==> config.mk <==
export PLATFORM = sky130hd
export DESIGN_NAME = sbox_bank_sched
export DESIGN_NICKNAME = d
export VERILOG_FILES = /design/src/rtl/sbox_bank_sched.sv
export SDC_FILE = /design/constraint.sdc
export NUM_CORES = 2
export LEC_CHECK = 0
export ABC_AREA = 0
export CORE_ASPECT_RATIO = 1.75
export CORE_MARGIN = 10
export CORE_UTILIZATION = 25
export DETAILED_ROUTE_END_ITERATION = 8
export MAX_ROUTING_LAYER = met4
export REMOVE_ABC_BUFFERS = 1
export SETUP_SLACK_MARGIN = 0.3
export SLEW_MARGIN = 20
export SYNTH_ARGS = -nofsm -noshare
export SYNTH_HDL_FRONTEND = slang
export SYNTH_SLANG_ARGS = --single-unit
==> constraint.sdc <==
create_clock -name clk -period 62.1 [get_ports clk]
set_input_delay 18.63 -clock clk [delete_from_list [all_inputs] [get_ports clk]]
set_output_delay 18.63 -clock clk [all_outputs]
set_load 0.005 [all_outputs]
==> src/rtl/sbox_bank_sched.sv <==
// sbox_bank_sched: shares one 4-lane AES S-box bank between 128-bit SubBytes and 32-bit SubWord.
// Define SBOX_PIPE_EN to register the bank outputs (result latency 2 instead of 1).
module sbox_bank_sched #(
    parameter int unsigned LANES  = 4,
    parameter int unsigned NWORDS = 4
) (
    input  logic                  clk,
    input  logic                  rst_n,
    input  logic                  dp_start,
    input  logic [32*NWORDS-1:0]  dp_state,
    output logic                  dp_busy,
    output logic                  dp_done,
    output logic [32*NWORDS-1:0]  dp_result,
    input  logic                  ks_req,
    input  logic [31:0]           ks_word,
    output logic                  ks_gnt,
    output logic                  ks_valid,
    output logic [31:0]           ks_result
);
    localparam int unsigned IW = (NWORDS > 1) ? $clog2(NWORDS) : 1;
    localparam logic [IW-1:0] LAST = IW'(NWORDS - 1);

    typedef enum logic [1:0] {StIdle, StRun, StDrain} state_t;

    state_t                    state_q;
    logic [IW-1:0]             widx_q;
    logic                      rr_ks_q;
    logic [NWORDS-1:0][31:0]   word_q;
    logic [NWORDS-1:0][31:0]   res_q;

    logic                      dp_want, gnt_dp, gnt_ks;
    logic [31:0]               iss_word, iss_sub;
    logic                      wb_vld, wb_ks;
    logic [IW-1:0]             wb_idx;
    logic [31:0]               wb_sub;

    function automatic logic [7:0] gf_mul(input logic [7:0] a, input logic [7:0] b);
        logic [7:0] p;
        logic [7:0] x;
        p = '0;
        x = a;
        for (int i = 0; i < 8; i++) begin
            if (b[i]) p = p ^ x;
            x = {x[6:0], 1'b0} ^ (x[7] ? 8'h1b : 8'h00);
        end
        return p;
    endfunction

    // Inverse as a^254 (0 maps to 0), followed by the AES affine transform.
    function automatic logic [7:0] sbox(input logic [7:0] a);
        logic [7:0] sq;
        logic [7:0] inv;
        sq  = a;
        inv = 8'h01;
        for (int i = 1; i < 8; i++) begin
            sq  = gf_mul(sq, sq);
            inv = gf_mul(inv, sq);
        end
        return inv ^ {inv[6:0], inv[7]} ^ {inv[5:0], inv[7:6]} ^ {inv[4:0], inv[7:5]}
             ^ {inv[3:0], inv[7:4]} ^ 8'h63;
    endfunction

    always_comb begin
        dp_want  = (state_q == StRun);
        gnt_ks   = rst_n && ks_req && (!dp_want || rr_ks_q);
        gnt_dp   = rst_n && dp_want && (!ks_req || !rr_ks_q);
        iss_word = gnt_dp ? word_q[widx_q] : ks_word;
        iss_sub  = '0;
        for (int l = 0; l < LANES; l++) begin
            iss_sub[8*l +: 8] = sbox(iss_word[8*l +: 8]);
        end
    end

    assign ks_gnt    = gnt_ks;
    assign dp_result = res_q;

`ifdef SBOX_PIPE_EN
    logic          pipe_vld_q, pipe_ks_q;
    logic [IW-1:0] pipe_idx_q;
    logic [31:0]   pipe_sub_q;

    always_ff @(posedge clk) begin
        if (!rst_n) begin
            pipe_vld_q <= 1'b0;
            pipe_ks_q  <= 1'b0;
            pipe_idx_q <= '0;
            pipe_sub_q <= '0;
        end else begin
            pipe_vld_q <= gnt_dp | gnt_ks;
            pipe_ks_q  <= gnt_ks;
            pipe_idx_q <= widx_q;
            pipe_sub_q <= iss_sub;
        end
    end

    assign wb_vld = pipe_vld_q;
    assign wb_ks  = pipe_ks_q;
    assign wb_idx = pipe_idx_q;
    assign wb_sub = pipe_sub_q;
`else
    assign wb_vld = gnt_dp | gnt_ks;
    assign wb_ks  = gnt_ks;
    assign wb_idx = widx_q;
    assign wb_sub = iss_sub;
`endif

    always_ff @(posedge clk) begin
        if (!rst_n) begin
            state_q   <= StIdle;
            widx_q    <= '0;
            rr_ks_q   <= 1'b1;
            word_q    <= '0;
            res_q     <= '0;
            dp_busy   <= 1'b0;
            dp_done   <= 1'b0;
            ks_valid  <= 1'b0;
            ks_result <= '0;
        end else begin
            dp_done  <= 1'b0;
            ks_valid <= 1'b0;
            if (dp_want && ks_req) rr_ks_q <= !rr_ks_q;
            if (gnt_dp) widx_q <= (widx_q == LAST) ? '0 : widx_q + 1'b1;

            unique case (state_q)
                StIdle: begin
                    if (dp_start) begin
                        state_q <= StRun;
                        word_q  <= dp_state;
                        dp_busy <= 1'b1;
                    end
                end
                StRun: begin
                    if (gnt_dp && widx_q == LAST) state_q <= StDrain;
                end
                StDrain: begin
                    // Stay busy through the done cycle so a start there is ignored.
                    if (dp_done) begin
                        state_q <= StIdle;
                        dp_busy <= 1'b0;
                        widx_q  <= '0;
                    end
                end
                default: state_q <= StIdle;
            endcase

            if (wb_vld) begin
                if (wb_ks) begin
                    ks_valid  <= 1'b1;
                    ks_result <= wb_sub;
                end else begin
                    res_q[wb_idx] <= wb_sub;
                    if (wb_idx == LAST) dp_done <= 1'b1;
                end
            end
        end
    end
endmodule

Yosys cells after proc, flatten, opt, wreduce, memory -nomap -nowiden
Cells that the tools add are included.
{"block": "totals", "register_bits": 296, "in_bits": 164, "wordCells": 1656}
{"block": "op_classes", "add_sub_neg": 1, "magnitude_cmp": 2, "eq_ne": 6, "mux": 831, "n_bitwise": 780, "reduce_logical": 21}
{"op": "$mux 8", "count": 420}
{"op": "$xor 8x8->8", "count": 380}
{"op": "$xor 8x5->8", "count": 364}
{"op": "$mux 5", "count": 368}
{"op": "$bwmux 128", "count": 1}
{"op": "$mux 32", "count": 3}
{"op": "$bmux 32 s2", "count": 1}
{"op": "$demux 32 s2", "count": 1}
{"op": "$mux 7", "count": 4}
{"op": "$not 1->1 const A", "count": 28}
{"op": "$mux 6", "count": 4}
{"op": "$mux 2", "count": 11}
{"op": "$mux 4", "count": 4}
{"op": "$not 4->4", "count": 4}
{"op": "$mux 3", "count": 4}
{"op": "$mux 1", "count": 8}
{"op": "$reduce_and 2->1", "count": 4}
{"op": "$logic_and 1x1->1", "count": 7}
{"op": "$pmux 2 s3", "count": 1}
{"op": "$reduce_and 3->1", "count": 2}
{"op": "$eq 2x2->1 const B", "count": 2}
{"op": "$ne 2x2->1 const B", "count": 2}
{"op": "$logic_not 1->1", "count": 3}
{"op": "$lt 2x3->1 const B", "count": 1}
{"op": "11 further kinds", "count": 14}

Depth between registers and ports, before layout
{"block": "depth", "word_depth": 137, "depth_mapped": 80}

Least setup slack after synthesis
Ideal clock, no wire load.
{"block": "synth_path", "path_type": "input to output", "start": "in rst_n", "end": "out ks_gnt", "arrival_time_ps": 19372, "t_required_ps": 43470, "path_slack_ps": 24098, "cell_stages": 4, "n_path_buf": 2, "cell_sequence": "buf_2 o211ai_1 clkinv_1 clkbuf_1"}
{"block": "synth_via", "elab_chain_len": 2}
{"item": "start, declared", "line_no": "8", "text": "input logic rst_n,"}
{"item": "$logic_and 1x1->1 (2 in series)", "line_no": "65", "text": "gnt_ks = rst_n && ks_req && (!dp_want || rr_ks_q);"}
{"item": "end, declared", "line_no": "16", "text": "output logic ks_gnt,"}
No other way between the ends.

Worst setup path after layout
Same ends and word-level chain as after synthesis.

==> flow_summary_export.csv <==
group,metric,value,unit
sta,fmaxAchievable,25.35,MHz
placed_design,gp_congestion,0.9307,
detailed_routing,wl_per_cell,18.46,um
worst_setup_path,path_max_fanout,92,
worst_setup_path,reg2regPathDepth,62,
synth,yosysSeqAreaShare,7.978,%
die,rows,264,
sta,tns,0,ns
synth,synth.area.mux_share,4.968,%
clock_network,postCtsHoldBufs,0,
die,coreArea,0.2956,sq mm
synth,synth-warning-count,0,
sta,fin_skew,0.03213,ns
synth,synth_top_family_by_area,"XOR/XNOR gates",
sta,slew_viol_final,0,
synth,yosys-top-cells-count,"xnor2_1 (1708), nand2_1 (1385), nor2_1 (1221), xor2_1 (485), a21oi_1 (465)",
global_routing,grt_overflow,0,
detailed_routing,wl_met1,103100,um
synth,synthFlopType,"dfxtp_1",
detailed_routing,routed_via_density,5.126,
global_routing,grt_pass1_vias,68580,
die,die_area,0.3202,sq mm
clock_network,cts-root-buf,"clkbuf_16",
clock_network,clk_pin_slew,0.06,ns
global_routing,grt_pass1_wl,398100,um
clock_network,postCtsResizedCells,0,
min_path,hold_class,"flop to flop",
synth,synthTopCellsByArea,"xnor2_1 (20%), dfxtp_1 (8.0%), xnor3_1 (7.6%), nand2_1 (7.0%), nor2_1 (6.2%)",
placed_design,hpwl,195400,um
clock_network,h-tree-depth,2,
synth,synth.most_common_cell,"xnor2_1",
global_routing,grt_max_degree,106,
detailed_routing,top_layer,"met4",
cells_and_area,layout-drive-gt1-share,8.761,%
placed_design,port_buffers,327,
sta,maxSlewHeadroom,21.52,%
cells_and_area,area_delta_synth_final,12.19,%
detailed_routing,met2_length,128100,um
worst_setup_path,slowest_delay,0.67,ns
synth,syn_area,0.07428,sq mm
detailed_routing,dr_total_vias,71390,
run_status,status,"complete, no violations",
cells_and_area,final_nets,10210,
worst_setup_path,cp-end-kind,"primary output",
worst_setup_path,setup.worst_path.start_class,"primary input",
clock_network,postCtsSetupBuffers,0,
global_routing,antenna_found_initial,28,
die,start_util,25.12,%
detailed_routing,wl_met3,13760,um
flow_run,drv_cap,0,
clock_network,cts_made_buffers,35,
clock_network,clkLatencyLatePin,0.64,ns
global_routing,grtUsageTotal,15.59,%
worst_setup_path,crit_path_frequent_cell,"buf_4",
worst_setup_path,cpMaxStageDelayCell,"buf_4",
synth,yosysTopAreaCell,"xnor2_1",
worst_setup_path,path_class,"primary input to primary output",
die,ios,328,
synth,synth_top_cell_area_share,20.14,%
min_path,hold_depth,2,
synth,yosys.area_share.xor_xnor,39.97,%
detailed_routing,wl,257100,um
synth,synthCells,10080,
sta,fin_crit_sh,63.52,%
detailed_routing,detail-route-antenna-nets,0,
synth,async_flop_share,0,%
worst_setup_path,critPathArrivalTime,20.81,ns
detailed_routing,drtIter0Drc,5628,
sta,setup_violations,0,
synth,synth-simple-area-share,21.06,%
synth,synth_edf_count,0,
synth,synth.avg_cell_area,7.372,sq um
clock_network,cts.path.max_buffers,3,
synth,synth_fa_ha_area_share,0.5929,%
die,die_height,741.1,um
sta,hold_viol,0,
sta,fin_crit,39.44,ns
clock_network,cts_tree,"yes",
synth,synth_cell_types,136,
sta,rsz0062_at_grt,"false",
sta,worst_pin_slew,1.169,ns
synth,synth-seq-cells,296,
detailed_routing,drc,0,
cells_and_area,nFillCells,32140,
worst_setup_path,crit_path_cell_trace,"buf_8 -> buf_4 -> o211ai_1 -> buf_4 -> clkinv_1 -> clkdlybuf4s50_1",
synth,synth_compound_area_share,20.45,%
die,dieWidth,432.0,um
worst_setup_path,crit_required,43.47,ns
detailed_routing,drt_first_pass_iters,9,
clock_network,cts_sinks,296,
==> layout by cell type (no fill, tap or decap), types with 38 or more instances in the layout <==
master	netlist	layout
a21oi_1	465	465
xor2_1	485	467
nor2_1	1221	1220
a32oi_1	45	45
a22oi_1	74	74
a21boi_1	77	77
and2_1	92	90
mux2_2	42	42
xor2_2	31	49
a221oi_1	38	38
a211oi_1	123	123
xnor2_2	114	157
mux2i_1	228	228
xnor2_1	1708	1664
clkdlybuf4s50_1	0	326
o21ai_0	431	431
nand2b_1	47	47
dfxtp_1	296	294
nand2_1	1385	1378
o21ai_1	78	77
a21boi_0	172	172
o221ai_1	49	49
nand4_1	39	39
xnor3_1	252	251
or3_1	43	43
o211ai_1	71	71
a31oi_1	97	97
nor3_1	249	249
and3_1	67	67
buf_4	44	311
xor3_1	38	38
inv_1	93	92
nand3_1	274	274
o22ai_1	140	140
==> area by class of cell <==
class,count,area [sq um],area share (%)
inverter,128,480.5,0.5766
multi-input combinational,8919,65190,78.23
clock buffer,46,1008,1.210
tap,3857,4826,5.791
timing repair buffer,638,5613,6.736
antenna,26,65.06,0.07808
clock inverter,17,216.5,0.2598
sequential,296,5933,7.120
==> metrics by stage <==
step | area [sq um] | instances | setup WS (ns) | hold slack [ns] | utilization [%]
after floorplan | 71060 | 9343 | 21.50 | 0.4402 | -
final | 83330 | 13930 | 22.66 | 0.4513 | 28.19
after global placement | 82030 | 13840 | 22.62 | 0.4400 | 27.75
after detailed placement | 82040 | 13840 | 22.59 | 0.4465 | 27.75
after global routing | 83320 | 13920 | 21.38 | 0.4686 | 28.18
after CTS | 83260 | 13900 | 22.59 | 0.4547 | 28.16
==> final timing paths <==
kind                  from             to  slack [ns]
max                  rst_n         ks_gnt       22.66
max reg2reg      wb_idx[1]  dp_result[25]       41.31
min          dp_result[67]  dp_result[67]        0.45
min reg2reg  dp_result[67]  dp_result[67]        0.45
==> routing by layer <==
metal  vias to the layer above  track usage (%)
met5                         -                -
met4                         0            6.696
met3                       626            2.146
met2                      2215            27.55
met1                     33810            17.42
li1                      34740                -
==> worst max-delay path, delay by kind of cell <==
kind | cells | cell delay (ns)
buffers and inverters | 5 | 1.86
AO/OA/AOI/OAI | 1 | 0.17
==> sequential cells by signal, indices dropped and copies added, names as in the netlist <==
register,count
dp_done,1
ks_result,32
state_q,2
dp_busy,1
word_q,128
rr_ks_q,1
dp_result,128
ks_valid,1
wb_idx,2
==> kinds of logic (layout without fill, tap and decap cells) <==
| kind of cell | Yosys count | in the layout |
|---|---|---|
| and+or+nand+nor | 3612 | 3612 |
| other | 0 | 26 |
| buffers and inverters | 861 | 829 |
| muxes | 317 | 317 |
| xor gates and xnor gates | 2687 | 2687 |
| DFF | 296 | 296 |
| AOI/OAI and AO/OA | 2267 | 2267 |
| adders and majority gates | 36 | 36 |
Power is not shown: default switching activity piles up to over one toggle a cycle in this logic, so the estimate is an artifact.
